File: src/rtl/trap_ctrl_pkg.sv
// Shared trap definitions: cause codes, interrupt flag position and FSM states.
package trap_ctrl_pkg;

  localparam logic [3:0] CAUSE_IMEM_MISALIGN  = 4'd0;
  localparam logic [3:0] CAUSE_ILLEGAL        = 4'd2;
  localparam logic [3:0] CAUSE_EBREAK         = 4'd3;
  localparam logic [3:0] CAUSE_LOAD_MISALIGN  = 4'd4;
  localparam logic [3:0] CAUSE_STORE_MISALIGN = 4'd6;
  localparam logic [3:0] CAUSE_ECALL          = 4'd11;
  localparam logic [3:0] CAUSE_EXT_IRQ        = 4'd11;

  // trap_src[IRQ_BIT] set means the trap is an interrupt, not an exception
  localparam int IRQ_BIT = 4;

  typedef enum logic [2:0] {
    ST_IDLE      = 3'd0,
    ST_TRAP      = 3'd1,
    ST_MRET_WAIT = 3'd2,
    ST_REDIRECT  = 3'd3,
    ST_DRAIN     = 3'd4
  } state_e;

  // Data-misalignment causes are the only ones that report a faulting address
  function automatic logic is_misalign_src(input logic [4:0] src);
    return !src[IRQ_BIT] &&
           ((src[3:0] == CAUSE_LOAD_MISALIGN) || (src[3:0] == CAUSE_STORE_MISALIGN));
  endfunction

endpackage

File: src/rtl/trap_prio.sv
// Trap cause selection: fixed-priority pick of the highest sync exception,
// falling back to the external interrupt when no exception is present.
module trap_prio
  import trap_ctrl_pkg::*;
(
  input  logic       imem_misalign,
  input  logic       illegal,
  input  logic       ebreak,
  input  logic       ecall,
  input  logic       dmem_misalign,
  input  logic       store,
  input  logic       irq,
  output logic       valid,
  output logic [4:0] trap_src
);

  // Priority chain, highest first; the interrupt only wins when nothing else does
  always_comb begin
    valid    = 1'b1;
    trap_src = 5'd0;
    if (imem_misalign) begin
      trap_src = {1'b0, CAUSE_IMEM_MISALIGN};
    end else if (illegal) begin
      trap_src = {1'b0, CAUSE_ILLEGAL};
    end else if (ebreak) begin
      trap_src = {1'b0, CAUSE_EBREAK};
    end else if (ecall) begin
      trap_src = {1'b0, CAUSE_ECALL};
    end else if (dmem_misalign) begin
      trap_src = {1'b0, store ? CAUSE_STORE_MISALIGN : CAUSE_LOAD_MISALIGN};
    end else if (irq) begin
      trap_src = {1'b1, CAUSE_EXT_IRQ};
    end else begin
      valid = 1'b0;
    end
  end

endmodule

File: src/rtl/trap_ctrl.sv
// Trap / mret sequencer: latches trap info, redirects fetch, then drains the
// pipeline for DRAIN_CYCLES cycles while ignoring execute-stage events.
//
// state        | meaning
// -------------+----------------------------------------------------------
// ST_IDLE      | accepting execute-stage events
// ST_TRAP      | trap info latched, trap pulse to CSR side
// ST_MRET_WAIT | mret seen, waiting one cycle before redirecting to mepc
// ST_REDIRECT  | redirect + pipe_flush pulse to fetch
// ST_DRAIN     | ignoring execute events while the flushed pipe empties
module trap_ctrl
  import trap_ctrl_pkg::*;
#(
  parameter int unsigned DRAIN_CYCLES = 2
) (
  input  logic        clk,
  input  logic        rst,
  input  logic        ex_valid,
  input  logic [31:0] ex_pc,
  input  logic        ex_imem_misalign,
  input  logic        ex_illegal,
  input  logic        ex_ebreak,
  input  logic        ex_ecall,
  input  logic        ex_mret,
  input  logic        ex_dmem_misalign,
  input  logic        ex_store,
  input  logic [31:0] ex_dmem_addr,
  input  logic        irq_ext,
  input  logic        irq_enable,
  input  logic [31:0] mtvec_rdata,
  input  logic [31:0] mepc_rdata,
  output logic        trap,
  output logic [4:0]  trap_src,
  output logic        misalign,
  output logic [31:0] pc,
  output logic [31:0] dmem_addr,
  output logic        redirect,
  output logic [31:0] redirect_pc,
  output logic        pipe_flush,
  output logic        busy
);

  // Counter is loaded on the REDIRECT cycle and DRAIN exits when it hits zero,
  // so DRAIN lasts exactly DRAIN_CYCLES cycles.
  localparam logic [1:0] DRAIN_INIT = 2'(DRAIN_CYCLES - 1);

  state_e      state_q;
  state_e      state_d;
  logic [1:0]  drain_cnt_q;
  logic        prio_valid;
  logic [4:0]  prio_src;
  logic        trap_entry;

  trap_prio u_prio (
    .imem_misalign (ex_imem_misalign),
    .illegal       (ex_illegal),
    .ebreak        (ex_ebreak),
    .ecall         (ex_ecall),
    .dmem_misalign (ex_dmem_misalign),
    .store         (ex_store),
    .irq           (irq_ext & irq_enable),
    .valid         (prio_valid),
    .trap_src      (prio_src)
  );

  // Next-state logic; a trap always beats mret, so a trapping mret never redirects to mepc
  always_comb begin
    state_d = state_q;
    case (state_q)
      ST_IDLE: begin
        if (ex_valid && prio_valid) begin
          state_d = ST_TRAP;
        end else if (ex_valid && ex_mret) begin
          state_d = ST_MRET_WAIT;
        end
      end
      ST_TRAP:      state_d = ST_REDIRECT;
      ST_MRET_WAIT: state_d = ST_REDIRECT;
      ST_REDIRECT:  state_d = ST_DRAIN;
      ST_DRAIN: begin
        if (drain_cnt_q == 2'd0) begin
          state_d = ST_IDLE;
        end
      end
      default:      state_d = ST_IDLE;
    endcase
  end

  assign trap_entry = (state_q == ST_IDLE) && (state_d == ST_TRAP);

  // State register and drain down-counter
  always_ff @(posedge clk or posedge rst) begin
    if (rst) begin
      state_q     <= ST_IDLE;
      drain_cnt_q <= 2'd0;
    end else begin
      state_q <= state_d;
      if (state_q == ST_REDIRECT) begin
        drain_cnt_q <= DRAIN_INIT;
      end else if ((state_q == ST_DRAIN) && (drain_cnt_q != 2'd0)) begin
        drain_cnt_q <= drain_cnt_q - 2'd1;
      end
    end
  end

  // Registered outputs, decoded from the next state so they line up with the state register
  always_ff @(posedge clk or posedge rst) begin
    if (rst) begin
      trap        <= 1'b0;
      redirect    <= 1'b0;
      pipe_flush  <= 1'b0;
      busy        <= 1'b0;
      trap_src    <= 5'd0;
      misalign    <= 1'b0;
      pc          <= 32'd0;
      dmem_addr   <= 32'd0;
      redirect_pc <= 32'd0;
    end else begin
      trap       <= (state_d == ST_TRAP);
      redirect   <= (state_d == ST_REDIRECT);
      pipe_flush <= (state_d == ST_REDIRECT);
      busy       <= (state_d != ST_IDLE);
      if (trap_entry) begin
        trap_src  <= prio_src;
        misalign  <= is_misalign_src(prio_src);
        pc        <= ex_pc;
        dmem_addr <= ex_dmem_addr;
      end
      if (state_d == ST_REDIRECT) begin
        redirect_pc <= (state_q == ST_TRAP) ? (mtvec_rdata & ~32'h3)
                                            : (mepc_rdata & ~32'h3);
      end
    end
  end

endmodule

File: config.mk
export PLATFORM = sky130hd
export DESIGN_NAME = trap_ctrl
export DESIGN_NICKNAME = d
export VERILOG_FILES = /design/src/rtl/trap_ctrl_pkg.sv /design/src/rtl/trap_prio.sv /design/src/rtl/trap_ctrl.sv
export SDC_FILE = /design/constraint.sdc
export NUM_CORES = 1
export LEC_CHECK = 0
export CAP_MARGIN = 25
export CORE_MARGIN = 2
export CORE_UTILIZATION = 44
export CTS_BUF_LIST = sky130_fd_sc_hd__clkbuf_4 sky130_fd_sc_hd__clkbuf_8
export DETAILED_ROUTE_END_ITERATION = 16
export PLACE_DENSITY = 0.85
export SYNTH_ARGS = -nofsm -noshare
export SYNTH_HDL_FRONTEND = slang
export SYNTH_HIERARCHICAL = 1
export SYNTH_SLANG_ARGS = --single-unit
File: constraint.sdc
create_clock -name clk -period 7.9 [get_ports clk]
set_input_delay 0.79 -clock clk [delete_from_list [all_inputs] [get_ports clk]]
set_output_delay 0.79 -clock clk [all_outputs]
set_load 0.05 [all_outputs]
-- After elaboration in Yosys (flattened, before gate mapping)
Cells that the tools add are included.
W data, S select, Z words.
- add/subtract/negate cells: 1
- equality and inequality tests: 8
- multiplexer cells: 20
- bitwise gates (word level): 1
- reduce and logical (&&, ||, !) cells: 13
- operators with widths (cell ; count):
    $mux W32 ; 1
    $mux W5 ; 6
    $pmux W3 S4 ; 1
    $eq A3 B2 Y1 const B ; 3
    $mux W3 ; 3
    $eq A4 B3 Y1 const B ; 2
    $eq A3 B1 Y1 const B ; 2
    $mux W1 ; 6
    $mux W2 ; 3
    $logic_and A1 B1 Y1 ; 5
    $reduce_bool A2 Y1 ; 2
    $eq A3 B3 Y1 const B ; 1
    $logic_not A3 Y1 ; 1
    $reduce_bool A3 Y1 ; 1
    $logic_not A2 Y1 ; 1
    $reduce_or A2 Y1 ; 1
    $sub A2 B1 Y2 const B ; 1
    $and A1 B1 Y1 ; 1
    $logic_not A1 Y1 ; 1
    $logic_or A1 B1 Y1 ; 1
- register bits after elaboration: 110
- logic and storage cells: 53

-- Depth between registers and ports, before layout
- word-level depth: 12
- gate-level depth with buffers: 7
- gate-level depth less buffers: 5

-- Cells and area by module
The synthesis kept the hierarchy.
- modules (own cells, without submodules) (module ; instances ; cells an instance ; area each (µm²)):
    trap_ctrl ; 1 ; 293 ; 4653.2
    trap_prio ; 1 ; 12 ; 70.1

-- Worst setup path after synthesis
OpenSTA, ideal clock, no wires.
- path type: in2reg
- start point: in ex_imem_misalign
- end point: reg dmem_addr[10]
- arrival: 2530 ps
- required time: 7775 ps
- setup slack: 5245 ps
- stages on the path: 7
- path buffers: 2
- cell sequence: or4_4 -> or3_1 -> and2_1 -> nor3b_2 -> buf_6 -> buf_12 -> mux2_4
- word-level cells in the longest chain between the ends: 6
- ends and longest elaborated chain (element ; line ; source):
    start: declaration ; trap_ctrl.sv:20 ; input logic ex_imem_misalign,
    $mux W1 ; trap_prio.sv:21 ; if (imem_misalign) begin
    net prio_valid ; trap_ctrl.sv:50 ; logic prio_valid;
    $logic_and A1 B1 Y1 ; trap_ctrl.sv:71 ; if (ex_valid && prio_valid) begin
    $mux W3 ; trap_ctrl.sv:71 ;
    $pmux W3 S4 ; trap_ctrl.sv:69 ; case (state_q)
    $eq A3 B1 Y1 ; trap_ctrl.sv:89 ; assign trap_entry = (state_q == ST_IDLE) && (state_d == ST_TRAP);
    $logic_and A1 B1 Y1 ; trap_ctrl.sv:89 ;
    end signal: assignment ; trap_ctrl.sv:127 ; dmem_addr <= ex_dmem_addr;
    end: declaration ; trap_ctrl.sv:36 ; output logic [31:0] dmem_addr,
The timed path passes the listed nets, and every way through them passes these cells.
A chain may end at the register's enable or synchronous reset.

-- Final worst setup path
- start point: in ex_imem_misalign
- end point: reg dmem_addr[9]
Same word-level chain as after synthesis.

==> summary.txt <==
min-delay worst type = reg -> reg
Slew Limit Headroom = 37.2%
min Tclk post-route = 2.95 ns
r2r endpoint = dmem_addr[9]
most common library cells after synthesis = dfrtp_1 (108), mux2_4 (69), a22oi_1 (30), o2bb2ai_1 (30), clkbuf_1 (12)
Power, Total = 3.60 mW
fin nets = 679
Synth Register Bits = 108
largest net degree at the start of global routing = 68
crit-path cells = clkdlybuf4s50_1 -> or4_4 -> or3_1 -> and2_1 -> nor3b_4 -> buf_4 -> mux2_4
PostCTS Resize Cnt = 0
Hold Path Sink = redirect_pc[11]
Post-Synthesis Cells = 305
R2R setup slack = 5.86 ns
Startpoint Class = primary input
crit path DAT = 3.22 ns
Critical Path End Type = flip-flop
Synth Flop Type = dfrtp_1
worst hold start = redirect_pc[11]
antenna violations before repair = 0
peak fanout along the critical path = 37
run status = complete, no violations
Root Driver = clkbuf_8
die footprint = 11,600 sq um
asr flop ratio synth = 100%
Detail Route Antenna Nets = 0
worst-margin pin slew = 0.942 ns
Worst VDD drop = 0.000265 V
RSZ-0062 raised after global routing = false
gr usage total = 20.2%
Pwr Density = 489 nW/um^2
TNS Setup = 0 ns
Worst-path clk slew = 0.10 ns
CTS H-tree lvls = 3
mean post-synth cell area = 15.5 sq um
total gr overflow = 0
Yosys cell types = 36
Worst EP required = 8.16 ns
via/cell ratio = 5.11
Starting Density = 45.5%
Final period util = 37.4%
Port Buffers = 239
Clock Tree Buf Depth = 2
R2R depth = 4
Area contributors post-synth = dfrtp_1 (57%), mux2_4 (22%), o2bb2ai_1 (5.6%), a22oi_1 (4.8%), buf_12 (3.0%)
Synthesis Warnings = 6
P&R area growth vs syn = 55.9%
most numerous cell in the Yosys netlist = dfrtp_1
Die Span Y = 108 um
Yosys top cell area share = 57.2%
Total Wirelength = 12,000 um
vias in the first global route = 3,616
# Post-CTS Setup Buffers = 0
share of cells above drive strength 1 = 17.9%
global-route wire length before repair = 18,000 um
clk_lat worst skew = 0.37 ns
max_cap viols = 0
CTS tree = done
Final Hold Viols = 0
Post-Synthesis Cell Area = 4720 sq um
Worst R2R Start = state_q[1]
vias post-DR = 3,471
DRT iter0 DRCs = 148
core area = 10,400 sq um
CTS Sinks = 108
Achievable Freq = 339 MHz
site row count = 37
sequential-to-total area share from yosys stat = 57.2%
max-slew violation count = 0
io pins = 246
residual DRC count = 0
Die W = 108 um
# setup viols final = 0
Final Skew = 0.00709 ns
GPL Wtd Cong = 0.759
number of flops mapped to enable cells by yosys = 0
slowest stage delay, CP = 0.56 ns
Setup Crit Path Kind = in -> reg
Fillers = 721
DRT Pass-1 Iters = 5
n_diodes = 0
Yosys top cell by area = dfrtp_1
TritonCTS Buffers = 9
post-DP HPWL = 8920 um
CP max stage cell = or4_4
Avg WL per Cell = 17.6 um
worst hold path cell count = 1
WP buf/inv = 2
Lkg Pwr = 3.11 nW
Worst path top cell family by delay = simple AND/OR/NAND/NOR gates
cts hold-fix bufs = 0
==> metal layers <==
metal / up-vias / track usage [%] / share of wire, %
met1: 1712 / 22.3 / 37
met5: - / 0 / 0
met2: 148 / 35.4 / 51
met3: 22 / 7.20 / 9.2
li1: 1589 / - / -
met4: 0 / 7.97 / 2.3
==> cell families (layout without fill, tap and decap cells) <==
group | Yosys count | count (layout) | share of synthesized area [%]
adders and majority gates | 1 | 1 | 0.265
buffers and inverters | 32 | 269 | 5.38
AOI/OAI and AO/OA | 73 | 73 | 12.0
and+or+nand+nor | 20 | 20 | 2.86
other | 1 | 2 | 0.0794
DFF | 108 | 108 | 57.2
muxes | 70 | 70 | 22.2
==> per-stage QoR <==
stage                     util, %  worst slack [ns]  hold WS, ns  instances  cell area [sq um]
final                        71.0              4.95        0.495        679               7360
after detailed placement     68.7              4.54        0.473        661               7130
after global routing         71.0              4.85        0.510        679               7360
after CTS                    70.6              4.94        0.500        677               7330
after floorplan                 -              4.26        0.520        306               4730
after global placement       68.5              4.51        0.473        660               7100
==> flip-flops by register name, indices dropped and copies added (netlist names) <==
| register | flops |
|---|---|
| dmem_addr | 32 |
| pc | 32 |
| redirect_pc | 30 |
| trap_src | 5 |
| state_q | 3 |
| drain_cnt_q | 2 |
| busy | 1 |
| misalign | 1 |
| pipe_flush | 1 |
| trap | 1 |
==> area by class of cell <==
cell class | instances | area (sq um) | share of cell area, %
flip-flops and latches | 108 | 2700 | 36.7
repair buffers | 245 | 2480 | 33.7
multi-input cells | 166 | 1780 | 24.2
well taps | 136 | 170 | 2.31
clock buffers | 9 | 124 | 1.68
clock inverters | 7 | 75.1 | 1.02
inverters | 8 | 32.5 | 0.442
==> power breakdown <==
| group | switching (mW) | total, mW | leakage, nW | internal (mW) |
|---|---|---|---|---|
| registers | 0.163 | 0.986 | 1.31 | 0.823 |
| logic | 1.35 | 2.28 | 1.70 | 0.922 |
| clock network | 0.193 | 0.342 | 0.104 | 0.149 |
| total | 1.71 | 3.60 | 3.11 | 1.89 |
==> worst reg2reg max path, stage by stage (launching register included) <==
cell and delay (ns):
dfrtp_1 0.47, or2_4 0.31, nor3b_4 0.19, buf_4 0.59
mux2_4 0.37
==> worst max path at each step <==
| stage | cells after the start | from | end |
|---|---|---|---|
| 5_1_grt | 7 | ex_imem_misalign | dmem_addr[9] |
| 3_3_place_gp | 7 | ex_imem_misalign | pc[22] |
| 3_5_place_dp | 7 | ex_imem_misalign | dmem_addr[13] |
| 6_report | 7 | ex_imem_misalign | dmem_addr[9] |
| 4_1_cts | 7 | ex_imem_misalign | dmem_addr[9] |
| 2_1_floorplan | 1 | rst | busy |
==> placed cells by master (no fill, tap or decap), drive strengths merged <==
cell type      Yosys  layout
a2111oi            1       1
a211oi             1       1
a21oi              4       4
a22oi             30      30
a31oi              1       1
and2               2       2
and2b              1       1
and3b              1       1
buf               12       6
bufinv             0       1
clkbuf            12       9
clkdlybuf4s50      0     239
clkinv             0       4
conb               1       2
dfrtp            108     108
ha                 1       1
inv                8      10
mux2              70      70
nand2              2       2
nand2b             1       1
nor2               4       4
nor2b              1       1
nor3               1       1
nor3b              1       1
nor4b              1       1
o21a               1       1
o21ai              3       3
o221ai             1       1
o22ai              1       1
o2bb2ai           30      30
or2                1       1
or3                1       1
or3b               1       1
or4                1       1
or4b               1       1
(Power assumes the default switching activity.)
